`src/rtl/quad_pkg.sv`:
```
// Shared opcodes, response constants and types for the remote scheduler.
// Imported by cmd_fifo and remote_cmd_sched.
package quad_pkg;

   localparam logic [7:0] REQ_BATT  = 8'h01;
   localparam logic [7:0] SET_PTCH  = 8'h02;
   localparam logic [7:0] SET_ROLL  = 8'h03;
   localparam logic [7:0] SET_YAW   = 8'h04;
   localparam logic [7:0] SET_THRST = 8'h05;
   localparam logic [7:0] CALIBRATE = 8'h06;
   localparam logic [7:0] EMER_LAND = 8'h07;
   localparam logic [7:0] MTRS_OFF  = 8'h08;
   localparam logic [7:0] ACK       = 8'hA5;

   typedef enum logic [1:0] {
      IDLE,
      SEND,
      WAIT_FRM,
      WAIT_RESP
   } sched_state_t;

   typedef struct packed {
      logic [7:0]  cmd;
      logic [15:0] data;
   } cmd_entry_t;

   // Battery replies carry a level, so any byte is acceptable there.
   function automatic logic resp_good(input logic [7:0] c,
                                      input logic [7:0] r);
      return (c == REQ_BATT) || (r == ACK);
   endfunction

endpackage

```
`src/rtl/cmd_fifo.sv`:
```
// Circular command queue, DEPTH x 24-bit {cmd,data} entries.
// Ports: clk, rst_n, push/wdata in, pop in, head/full/empty out.
module cmd_fifo
   import quad_pkg::*;
#(
   parameter int DEPTH = 4
) (
   input  logic       clk,
   input  logic       rst_n,
   input  logic       push,
   input  logic       pop,
   input  cmd_entry_t wdata,
   output cmd_entry_t head,
   output logic       full,
   output logic       empty
);

   localparam int AW = $clog2(DEPTH);
   localparam int CW = $clog2(DEPTH + 1);

   cmd_entry_t     mem [DEPTH];
   logic [AW-1:0]  wr_ptr;
   logic [AW-1:0]  rd_ptr;
   logic [CW-1:0]  count;
   logic           do_pop;
   logic           do_push;

   assign do_pop  = pop && !empty;
   // A pop in the same cycle frees the slot, so a full queue still takes it.
   assign do_push = push && (!full || do_pop);

   assign full  = (count == CW'(DEPTH));
   assign empty = (count == '0);
   assign head  = mem[rd_ptr];

   always_ff @(posedge clk or negedge rst_n) begin
      if (!rst_n) begin
         wr_ptr <= '0;
         rd_ptr <= '0;
         count  <= '0;
         for (int i = 0; i < DEPTH; i++) begin
            mem[i] <= '0;
         end
      end else begin
         if (do_push) begin
            mem[wr_ptr] <= wdata;
            wr_ptr      <= wr_ptr + 1'b1;
         end
         if (do_pop) begin
            rd_ptr <= rd_ptr + 1'b1;
         end
         count <= count + CW'(do_push) - CW'(do_pop);
      end
   end

endmodule

```
`src/rtl/remote_cmd_sched.sv`:
```
// Queues {cmd,data} requests and issues them to CommMaster one at a time,
// checking each response with bounded retry on bad reply or timeout.
// Ports: push side (push/push_cmd/push_data/full/empty), CommMaster side
// (cmd/data/snd_cmd/frm_snt/resp/resp_rdy), status (busy/cmd_done/cmd_err/last_resp).
module remote_cmd_sched
   import quad_pkg::*;
#(
   parameter int DEPTH     = 4,
   parameter int TIMEOUT   = 2_000_000,
   parameter int MAX_RETRY = 2
) (
   input  logic        clk,
   input  logic        rst_n,
   input  logic        push,
   input  logic [7:0]  push_cmd,
   input  logic [15:0] push_data,
   output logic        full,
   output logic        empty,
   output logic [7:0]  cmd,
   output logic [15:0] data,
   output logic        snd_cmd,
   input  logic        frm_snt,
   input  logic [7:0]  resp,
   input  logic        resp_rdy,
   output logic        busy,
   output logic        cmd_done,
   output logic        cmd_err,
   output logic [7:0]  last_resp
);

   localparam int TW = $clog2(TIMEOUT);
   localparam int RW = $clog2(MAX_RETRY + 2);

   sched_state_t   state;
   logic [RW-1:0]  retry;
   logic [TW-1:0]  tmo;
   cmd_entry_t     head;
   cmd_entry_t     wdata;
   logic           pop;
   logic           good;
   logic           tmo_hit;
   logic           fail;
   logic           can_retry;

   assign wdata = '{cmd: push_cmd, data: push_data};

   cmd_fifo #(.DEPTH(DEPTH)) u_fifo (
      .clk   (clk),
      .rst_n (rst_n),
      .push  (push),
      .pop   (pop),
      .wdata (wdata),
      .head  (head),
      .full  (full),
      .empty (empty)
   );

   assign cmd  = head.cmd;
   assign data = head.data;
   assign busy = (state != IDLE);

   // A response in the timeout cycle takes priority over the timeout.
   assign good      = resp_rdy && resp_good(head.cmd, resp);
   assign tmo_hit   = (tmo == TW'(TIMEOUT - 1));
   assign fail      = resp_rdy ? !good : tmo_hit;
   assign can_retry = (retry < RW'(MAX_RETRY));

   // Head stays put through retries; it leaves only on success or drop.
   assign pop = (state == WAIT_RESP) && (good || (fail && !can_retry));

   always_ff @(posedge clk or negedge rst_n) begin
      if (!rst_n) begin
         state     <= IDLE;
         retry     <= '0;
         tmo       <= '0;
         snd_cmd   <= 1'b0;
         cmd_done  <= 1'b0;
         cmd_err   <= 1'b0;
         last_resp <= 8'h00;
      end else begin
         snd_cmd  <= 1'b0;
         cmd_done <= 1'b0;
         cmd_err  <= 1'b0;
         unique case (state)
            IDLE: begin
               if (!empty) begin
                  retry   <= '0;
                  snd_cmd <= 1'b1;
                  state   <= SEND;
               end
            end
            SEND: begin
               state <= WAIT_FRM;
            end
            WAIT_FRM: begin
               if (frm_snt) begin
                  tmo   <= '0;
                  state <= WAIT_RESP;
               end
            end
            WAIT_RESP: begin
               tmo <= tmo + 1'b1;
               if (good) begin
                  cmd_done  <= 1'b1;
                  last_resp <= resp;
                  state     <= IDLE;
               end else if (fail) begin
                  if (can_retry) begin
                     retry   <= retry + 1'b1;
                     snd_cmd <= 1'b1;
                     state   <= SEND;
                  end else begin
                     cmd_err <= 1'b1;
                     if (resp_rdy) begin
                        last_resp <= resp;
                     end
                     state <= IDLE;
                  end
               end
            end
            default: state <= IDLE;
         endcase
      end
   end

endmodule
```
`config.mk`:
```
export PLATFORM = sky130hd
export DESIGN_NAME = remote_cmd_sched
export DESIGN_NICKNAME = d
export VERILOG_FILES = /design/src/rtl/quad_pkg.sv /design/src/rtl/cmd_fifo.sv /design/src/rtl/remote_cmd_sched.sv
export SDC_FILE = /design/constraint.sdc
export NUM_CORES = 1
export LEC_CHECK = 0
export ABC_AREA = 1
export BUFFER_PORTS_ARGS = -buffer_cell sky130_fd_sc_hd__buf_2
export CAP_MARGIN = 20
export CORE_MARGIN = 5
export CORE_UTILIZATION = 28
export CTS_BUF_LIST = sky130_fd_sc_hd__clkbuf_8
export CTS_CLUSTER_DIAMETER = 30
export DETAILED_ROUTE_END_ITERATION = 8
export GPL_TIMING_DRIVEN = 1
export HOLD_SLACK_MARGIN = 0.08
export SKIP_LAST_GASP = 1
export SLEW_MARGIN = 20
export SYNTH_ARGS = -nofsm -noshare
export SYNTH_HDL_FRONTEND = slang
export SYNTH_SLANG_ARGS = --single-unit
```
`constraint.sdc`:
```
create_clock -name clk -period 3.8 [get_ports clk]
set_input_delay 0.95 -clock clk [delete_from_list [all_inputs] [get_ports clk]]
set_output_delay 0.95 -clock clk [all_outputs]
set_load 0.005 [all_outputs]
```
==> After elaboration in Yosys (flattened, before gate mapping) <==
Cells that the tools add are included.
W data, S select, Z words.
{ "classes": {"addsub": 6, "magnitude_cmp": 4, "n_eq_ne": 14, "n_bitwise": 2, "mux": 35, "reduce_logical": 24} }
{ "op_table": {"columns": ["operator", "count"], "rows": [
  ["$bwmux W96", 1],
  ["$mux W24", 3],
  ["$bmux W24 S2", 1],
  ["$demux W24 S2", 1],
  ["$pmux W21 S2", 1],
  ["$mux W8", 4],
  ["$add A21 B1 Y21 const B", 1],
  ["$eq A21 B21 Y1 const B", 1],
  ["$mux W21", 1],
  ["$mux W2", 8],
  ["$mux W1", 12],
  ["$ne A2 B2 Y1 const B", 6],
  ["$reduce_bool A2 Y1", 5],
  ["$eq A8 B1 Y1 const B", 1],
  ["$eq A8 B8 Y1 const B", 1],
  ["$pmux W2 S4", 1],
  ["$add A2 B1 Y2 const B", 3],
  ["$ge A3 B3 Y1 const B", 2],
  ["$logic_and A1 B1 Y1", 6],
  ["$not A2 Y3", 2],
  ["$reduce_and A5 Y1", 1],
  ["$eq A2 B2 Y1 const B", 2],
  ["$logic_not A1 Y1", 4],
  ["$pmux W2 S2", 1],
  ["14 further kinds", 16]
]} }
{ "totals": {"in_bits": 37, "reg_bits": 139, "wordCells": 103, "output_inout_bits": 38} }

==> Depth between registers and ports, before layout <==
Gate-level depths: netlist (run 1).
{ "depth": {"word_depth": 17, "mapped_depth": 21, "ltp_nobuf": 18} }

==> Hierarchy <==
Synthesis (run 1) repeated with hierarchy kept, for this count alone.
{ "hier_totals": {"hier_cells": 929, "area_unflattened_um2": 7350.8} }
{ "by_module_without_submodules": {"columns": ["mod", "seq_area_each_um2", "area_each_um2", "cells_per_inst", "instances"], "rows": [
  ["cmd_fifo", 2577.5, 5109.9, 610, 1],
  ["remote_cmd_sched", 900.9, 2240.9, 319, 1]
]} }

==> Least setup slack after synthesis (run 1) <==
OpenSTA, ideal clock, no wires.
{ "synth_timing": {"path_kind": "in2reg", "from": "in resp[1]", "to": "reg u_fifo.count[2]", "setup_time_ns": 0.122, "path_slack_ns": 0.931, "t_arrival_ns": 2.747, "stages": 13, "t_required_ns": 3.678, "cell_sequence": "nor4_1 nand2_1 nand2_1 nand2_2 nand2_2 nand2_2 nor2_1 ha_1 inv_1 ha_1 inv_1 fa_1 xor2_1"} }
{ "synth_via": {"elab_chain_len": 13} }
{ "synth_rtl": {"columns": ["item", "line_no", "text"], "rows": [
  ["from (decl)", "remote_cmd_sched.sv:23", "input logic [7:0] resp,"],
  ["$eq A8 B8 Y1 *", "quad_pkg.sv:30", "return (c == REQ_BATT) || (r == ACK);"],
  ["$logic_or A1 B1 Y1 *", "quad_pkg.sv:30", null],
  ["$logic_and A1 B1 Y1 *", "remote_cmd_sched.sv:63", "assign good = resp_rdy && resp_good(head.cmd, resp);"],
  ["$logic_not A1 Y1", "remote_cmd_sched.sv:65", "assign fail = resp_rdy ? !good : tmo_hit;"],
  ["$mux W1", "remote_cmd_sched.sv:65", null],
  ["$logic_and A1 B1 Y1", "remote_cmd_sched.sv:69", "assign pop = (state == WAIT_RESP) && (good || (fail && !can_retry));"],
  ["$logic_or A1 B1 Y1 *", "remote_cmd_sched.sv:69", null],
  ["$logic_and A1 B1 Y1 *", "remote_cmd_sched.sv:69", null],
  ["$logic_and A1 B1 Y1 *", "cmd_fifo.sv:28", "assign do_pop = pop && !empty;"],
  ["named net u_fifo.do_pop", "cmd_fifo.sv:25", "logic do_pop;"],
  ["$logic_or A1 B1 Y1", "cmd_fifo.sv:30", "assign do_push = push && (!full || do_pop);"],
  ["$logic_and A1 B1 Y1", "cmd_fifo.sv:30", null],
  ["$add A3 B1 Y3", "cmd_fifo.sv:52", "count <= count + CW'(do_push) - CW'(do_pop);"],
  ["$sub A3 B1 Y3 *", "cmd_fifo.sv:52", null],
  ["to (signal assigned)", "cmd_fifo.sv:52", null],
  ["to (decl)", "cmd_fifo.sv:24", "logic [CW-1:0] count;"]
]} }
The timed path passes the listed nets; every way through them passes the cells marked *.
A chain may end at the register's enable or synchronous reset.

==> Final worst setup path (run 1) <==
{ "layout_timing": {"from": "reg u_fifo.rd_ptr[0]", "to": "reg u_fifo.mem[77] (netlist name)"} }
{ "layout_via": {"elab_chain_len": 15} }
{ "layout_rtl": {"columns": ["item", "line_no", "text"], "rows": [
  ["from (decl)", "cmd_fifo.sv:23", "logic [AW-1:0] rd_ptr;"],
  ["from (signal assigned)", "cmd_fifo.sv:50", "rd_ptr <= rd_ptr + 1'b1;"],
  ["$not A2 Y3 (implied by the code) *", "cmd_fifo.sv:34", "assign head = mem[rd_ptr];"],
  ["$bmux W24 S2 *", "cmd_fifo.sv:34", null],
  ["$mux W24 (implied by the code) * (2 in a row)", "cmd_fifo.sv:34", null],
  ["$eq A8 B1 Y1 *", "quad_pkg.sv:30", null],
  ["$logic_or A1 B1 Y1 *", "quad_pkg.sv:30", null],
  ["$logic_and A1 B1 Y1 *", "remote_cmd_sched.sv:63", null],
  ["$logic_not A1 Y1", "remote_cmd_sched.sv:65", null],
  ["$mux W1", "remote_cmd_sched.sv:65", null],
  ["$logic_and A1 B1 Y1", "remote_cmd_sched.sv:69", null],
  ["$logic_or A1 B1 Y1 *", "remote_cmd_sched.sv:69", null],
  ["$logic_and A1 B1 Y1 *", "remote_cmd_sched.sv:69", null],
  ["$logic_and A1 B1 Y1 *", "cmd_fifo.sv:28", null],
  ["$logic_or A1 B1 Y1 *", "cmd_fifo.sv:30", null],
  ["$logic_and A1 B1 Y1 *", "cmd_fifo.sv:30", null],
  ["to (signal, indexed assignment)", "cmd_fifo.sv:46", "mem[wr_ptr] <= wdata;"],
  ["to (decl)", "cmd_fifo.sv:21", "cmd_entry_t mem [DEPTH];"]
]} }
Every way passes the cells marked *; elsewhere a longest branch is shown, timed or not. The select of a mux whose other input is x is not followed.

==> qor.tcl, run 1 <==
set qor(rows) 58
set qor(share_clk_of_total_power_pct) 20.1
set qor(clock_transition_at_the_registers_of_the_reported_paths_ns) 0.09
set qor(drtAntennaViolNets) 0
set qor(edff_count_synth) 0
set qor(worst_clock_skew_ns) 0.0261
set qor(hold_viol_final) 0
set qor(power_report.internal_total_w) 0.00368
set qor(worstSetupEndpointType) {register}
set qor(grt_first_pass_wirelength_mm) 32.1
set qor(final-setup-viol-count) 0
set qor(max_slew.worst_pin.slew_ns) 0.689
set qor(met1_layer_usage_reported_by_global_route_pct) 18.7
set qor(groute.layer.met3.usage_pct) 3.54
set qor(cts_sinks) 139
set qor(synth.top_cells.by_area) {dfrtp_1 49%, nand2_1 16%, nand4_1 9.2%}
set qor(switching_share_pct) 43.3
set qor(worst_slew_margin_rel_pct) 54.0
set qor(outcome) {completed}
set qor(layout_worst_path_cycle_share_pct) 84.1
set qor(count_of_maximum_capacitance_violations) 0
set qor(drive_above_1_share_pct) 14.6
set qor(async_set_reset_flop_share_out_of_synthesis_pct) 100
set qor(globalRoute.busiestLayer) {met2}
set qor(post_synthesis_cell_count) 892
set qor(portion_of_the_post_synthesis_area_used_by_sequential_elements_pct) 48.7
set qor(yosys_warnings) 0
set qor(post-cts-setup-buffer-count) 0
set qor(grt_start_max_net_pins) 58
set qor(rr_startpoint) {u_fifo.rd_ptr[0]$_DFFE_PN0P_}
set qor(arrival_time_at_the_worst_endpoint_ns) 3.53
set qor(htree_num_levels) 4
set qor(met2_usage_pct) 22.1
set qor(finalMaxSlewViolations) 0
set qor(post_cts_resized) 0
set qor(detailroute.via_count) 6216
set qor(antenna_violations_before_repair) 3
set qor(cts_hold_repair.buffers) 0
set qor(timing.hold.worst.class) {in2async}
set qor(cts_inserted_buffers) 17
set qor(post_dp_cell_area_mm2) 0.00770
set qor(final.setup.tns_ns) 0
set qor(detailedRoute.firstPassIterationCount) 6
set qor(finalWorstPathRequiredPeriod_ns) 3.20
set qor(synth_top_cell_by_area) {dfrtp_1}
set qor(grtUsageTotal_pct) 13.7
set qor(avgViaCountPerCell) 4.85
set qor(overflow_left_after_global_routing) 0
set qor(power_per_cell_area_mw_per_mm2) 798
set qor(detail_route.iter0.violations) 496
set qor(synthesized_area_per_cell_um2) 8.01
set qor(post_synth_instance_area_mm2) 0.00715
set qor(r2r_cells) 16
set qor(drt-total-wl_mm) 19.4
set qor(ys.flop_type) {dfrtp_1}
set qor(flow.area_growth_from_synthesis_pct) 13.7
set qor(grt_setup_unrepaired) {no}
set qor(clk_path_buf_depth) 2
set qor(post_layout_nonfiller_instances) 1282
set qor(grt_pass1_vias) 6021
set qor(power_w) 0.00649
set qor(starting_density_pct) 28.4
set qor(antenna-diode-count) 0
set qor(clock_insertion_delay_worst_skew_ns) 0.45
set qor(critical_path.startpoint_type) {register}
set qor(dieWidth_um) 170
set qor(synthDominantCellAreaShare_pct) 48.7
set qor(cts_tree) {done}
set qor(power_switching_w) 0.00281
set qor(crit_fanout) 51
set qor(i_o_buffers) 74
set qor(fmaxAchievable_mhz) 313
set qor(placed_cells) 1250
set qor(final_design_area_no_fill_mm2) 0.00813
set qor(die_h_um) 170
set qor(design.final.nets) 988
set qor(gp_weighted_congestion) 0.782
set qor(first_element_of_the_critical_path) {u_fifo.rd_ptr[0]$_DFFE_PN0P_}
set qor(post_drt_wl_per_cell_um) 15.1
set qor(design.die.area_mm2) 0.0288
set qor(floorplan.io_pins) 75
set qor(critical_path_required_ns) 4.13
set qor(leakagePower_nw) 4.11
set qor(power.share.combinational_pct) 43.3
set qor(ctsRootBufferMaster) {clkbuf_8}
set qor(design.core.area_mm2) 0.0252
set qor(detailed_place_hpwl_mm) 12.2
set qor(peakVddDrop_v) 0.000402
set qor(synthesized_nets) 941
set qor(yosysUniqueCellTypes) 35
set qor(criticalPathCategory) {reg2reg}
set qor(drc_errors) 0
set qor(total_of_flip_flops_plus_latches_after_synthesis) 139
set qor(seq_power_share_pct) 36.7
==> routing by layer <==
layer,wire length [um],vias up
li1,-,3071
met1,8940,2971
met2,9150,149
met3,1110,19
met4,156,6
met5,31,-
==> worst max-delay path: stages, from the launching register on <==
cell	delay, ns
dfrtp_1	0.40
buf_4	0.31
nand2_1	0.12
nand3_1	0.08
nand2_1	0.14
nand2_1	0.09
nor2_1	0.14
nand2_1	0.12
nand2_1	0.09
nand2_2	0.06
nand2_2	0.08
nand2_2	0.09
nand2_4	0.28
buf_4	0.42
nand3_4	0.39
nand2_1	0.17
nand2_1	0.06
==> state kept, by name, indices dropped and copies added, names as in the netlist <==
| name | cells |
|---|---|
| last_resp | 8 |
| snd_cmd | 1 |
| u_fifo.mem | 96 |
| retry | 2 |
| cmd_err | 1 |
| u_fifo.count | 3 |
| tmo | 21 |
| u_fifo.rd_ptr | 2 |
| u_fifo.wr_ptr | 2 |
| cmd_done | 1 |
| state | 2 |
==> per-stage QoR <==
| step | setup slack, ns | hold WS, ns | utilization (%) |
|---|---|---|---|
| after floorplan | 0.931 | 0.437 | - |
| after CTS | 0.478 | 0.471 | 32.3 |
| after global placement | 0.549 | 0.449 | 30.6 |
| after global routing | 0.239 | 0.493 | 32.3 |
| final | 0.603 | 0.457 | 32.3 |
| after detailed placement | 0.477 | 0.453 | 30.6 |
==> power by group through the flow <==
stage,Clock [W],Sequential (W),Combinational [W]
final,0.00130,0.00238,0.00281
after global routing,0.00140,0.00245,0.00323
after CTS,0.00134,0.00237,0.00285
after detailed placement,0,0.00240,0.00285
after global placement,0,0.00239,0.00281
after floorplan,0,0.00233,0.00199
==> kinds of logic (layout without fill, tap and decap cells) <==
kind of cell             Yosys count  count (layout)  synth area share, %
XOR/XNOR                           4               4                0.490
buffers and inverters            122             182                 8.30
AO/OA/AOI/OAI                     92              92                 7.16
adder cells (fa/ha/maj)           12              12                 2.21
AND/OR/NAND/NOR                  523             523                 33.2
flip-flops                       139             139                 48.7
==> Yosys cell counts (all sizes together), types with 4 or more instances <==
| master | number |
|---|---|
| xor2 | 4 |
| nand2 | 302 |
| inv | 60 |
| nor3 | 8 |
| buf | 30 |
| nand4 | 105 |
| nand3 | 41 |
| nor2 | 60 |
| clkbuf | 32 |
| ha | 11 |
| o22ai | 16 |
| o21ai | 53 |
| a21oi | 16 |
| dfrtp | 139 |
| nor4 | 5 |
==> worst paths after layout <==
check                                                  end  slack [ns]
worst min-delay path                  retry[0]$_DFFE_PN0P_        0.46
worst max register to register  u_fifo.mem[77]$_DFFE_PN0P_        0.60
worst max-delay path            u_fifo.mem[77]$_DFFE_PN0P_        0.60
max in group asynchronous       u_fifo.mem[50]$_DFFE_PN0P_        2.51
min in group clk                u_fifo.mem[61]$_DFFE_PN0P_        0.47
worst min register to register  u_fifo.mem[61]$_DFFE_PN0P_        0.47
==> cells in the final DEF (no fill, tap or decap), drive strengths merged <==
master,n
a211oi,1
a21oi,16
a31oi,1
buf,90
bufinv,2
clkbuf,20
clkinv,1
clkinvlp,3
dfrtp,139
fa,1
ha,11
inv,66
nand2,302
nand3,41
nand4,105
nor2,60
nor3,8
nor4,5
o21a,2
o21ai,53
o21bai,1
o221a,1
o22ai,16
o31ai,1
or2,2
xor2,4
==> area by class of cell <==
cell class	count	area, um^2
tap	330	413
clock buffer	20	275
timing repair buffer	90	509
clock inverter	12	151
inverter	60	225
sequential	139	3480
multi-input combinational	631	3070
fill	2657	17100
No activity file was read; power rests on OpenSTA's default activity.
==> run 2, diff against run 1 <==
==> constraint.sdc (replaced) <==
create_clock -name clk -period 3.3 [get_ports clk]
set_input_delay 0.825 -clock clk [delete_from_list [all_inputs] [get_ports clk]]
set_output_delay 0.825 -clock clk [all_outputs]
set_load 0.005 [all_outputs]
==> qor.tcl, run 2 (synthesis gave the netlist of run 1 again) <==
set qor(outcome) {completed}
set qor(peakVddDrop_v) 0.000382
set qor(utilization_after_layout_pct) 32.4
set qor(final-setup-viol-count) 0
set qor(post_cts_resized) 0
set qor(overflow_left_after_global_routing) 0
set qor(grt_pass1_vias) 6061
set qor(largest_reg_flops) 96
set qor(met2_usage_pct) 22.2
set qor(largest-register) {u_fifo.mem}
set qor(cts_inserted_buffers) 17
set qor(clock_transition_at_the_registers_of_the_reported_paths_ns) 0.08
set qor(post-cts-setup-buffer-count) 0
set qor(detailedRoute.firstPassIterationCount) 5
set qor(finalHoldWorstSlack_ns) 0.329
set qor(flow.area_growth_from_synthesis_pct) 14.2
set qor(design.die.area_mm2) 0.0288
set qor(fillCellCount) 2682
set qor(post_drt_wl_per_cell_um) 15.2
set qor(worst_clock_skew_ns) 0.0177
set qor(criticalPathCategory) {reg2out}
set qor(htree_num_levels) 4
set qor(starting_density_pct) 28.4
set qor(most-common-layout-cells) {298 x nand2_1, 139 x dfrtp_1, 105 x nand4_1, 73 x buf_2, 59 x nor2_1}
set qor(hold_viol_final) 0
set qor(antenna_violations_before_repair) 3
set qor(max_slew.worst_pin.slew_ns) 0.724
set qor(multi_input_area_mm2) 0.00307
set qor(met1_layer_usage_reported_by_global_route_pct) 19.0
set qor(grt_setup_unrepaired) {no}
set qor(fmaxAchievable_mhz) 348
set qor(i_o_buffers) 74
set qor(commonest_non_fill_non_tap_cell_in_the_layout) {nand2_1}
set qor(detailed_place_hpwl_mm) 12.4
set qor(crit_fanout) 29
set qor(die_h_um) 170
set qor(final.setup.tns_ns) 0
set qor(reg.largest.list) {u_fifo.mem x96, tmo x21, last_resp x8}
set qor(drt-total-wl_mm) 19.6
set qor(detail_route.iter0.violations) 537
set qor(cts_hold_repair.buffers) 0
set qor(grtUsageTotal_pct) 13.8
set qor(globalRoute.busiestLayer) {met2}
set qor(dieWidth_um) 170
set qor(layout_worst_path_cycle_share_pct) 87.2
set qor(critical_path.startpoint_type) {register}
set qor(floorplan.io_pins) 75
set qor(power_w) 0.00745
set qor(count_of_maximum_capacitance_violations) 0
set qor(regToRegSetupSlack_ns) 0.44
set qor(design.final.nets) 992
set qor(design.core.area_mm2) 0.0252
set qor(drtAntennaViolNets) 0
set qor(rows) 58
set qor(clk_path_buf_depth) 2
set qor(finalWorstPathRequiredPeriod_ns) 2.88
set qor(grt_first_pass_wirelength_mm) 32.4
set qor(placed_cells) 1254
set qor(groute.layer.met3.usage_pct) 3.40
set qor(r2r_cells) 17
set qor(gp_weighted_congestion) 0.817
set qor(rr_endpoint) {u_fifo.count[2]$_DFF_PN0_}
set qor(ctsRootBufferMaster) {clkbuf_8}
set qor(arrival_time_at_the_worst_endpoint_ns) 2.05
set qor(cts_sinks) 139
set qor(leakagePower_nw) 4.14
set qor(worstSetupEndpointType) {output port}
set qor(rr_startpoint) {u_fifo.rd_ptr[1]$_DFFE_PN0P_}
set qor(detailroute.via_count) 6278
set qor(critical_path_required_ns) 2.47
set qor(drc_errors) 0
set qor(post_layout_nonfiller_instances) 1287
set qor(power_per_cell_area_mw_per_mm2) 913
set qor(timing.hold.worst.class) {in2async}
set qor(seq_area_mm2) 0.00348
set qor(cts_tree) {done}
set qor(worst_slew_margin_rel_pct) 51.7
set qor(drive_above_1_share_pct) 15.0
set qor(grt_start_max_net_pins) 67
set qor(finalMaxSlewViolations) 0
set qor(avgViaCountPerCell) 4.88
set qor(clock_insertion_delay_worst_skew_ns) 0.46
==> run 2: worst max path at each step <==
stage | from | to | slack (ns)
2_1_floorplan | resp[1] | u_fifo.count[2]$_DFF_PN0_ | 0.56
3_3_place_gp | resp[4] | u_fifo.count[2]$_DFF_PN0_ | 0.28
3_5_place_dp | resp[4] | u_fifo.count[2]$_DFF_PN0_ | 0.29
4_1_cts | u_fifo.rd_ptr[1]$_DFFE_PN0P_ | u_fifo.count[2]$_DFF_PN0_ | 0.34
5_1_grt | u_fifo.rd_ptr[1]$_DFFE_PN0P_ | u_fifo.count[2]$_DFF_PN0_ | 0.15
6_report | u_fifo.rd_ptr[0]$_DFFE_PN0P_ | data[7] | 0.42
==> run 2: power breakdown <==
group	total [W]	internal, W	switching (W)	leakage [nW]
registers	0.00273	0.00237	0.000362	1.77
clock network	0.00147	0.000731	0.000738	0.211
logic	0.00325	0.00113	0.00212	2.16
==> run 2: metrics by stage <==
stage	area [um^2]	setup WS, ns
5_1_grt	8160	0.152
3_5_place_dp	7740	0.294
3_3_place_gp	7740	0.280
4_1_cts	8160	0.338
6_report	8160	0.422
2_1_floorplan	7150	0.556
==> run 2: cell type report <==
| type | instances | share of cell area (%) |
|---|---|---|
| clock inverter | 13 | 1.87 |
| inverter | 60 | 2.76 |
| timing repair buffer | 94 | 6.76 |
| tap | 330 | 5.06 |
| antenna | 1 | 0.0307 |
| clock buffer | 19 | 3.21 |
| multi-input combinational | 631 | 37.7 |
| sequential | 139 | 42.6 |
==> run 2: worst max-delay path: stages (launching register included) <==
cell and delay (ns):
dfrtp_1 0.36, buf_4 0.29, buf_4 0.37, o21ai_0 0.15
o22ai_1 0.26, buf_2 0.17
==> run 2: routing by layer <==
layer | up-vias | routed length, um
li1 | 3085 | -
met1 | 3011 | 9070
met2 | 152 | 9150
met3 | 24 | 1130
met4 | 6 | 198
met5 | - | 31
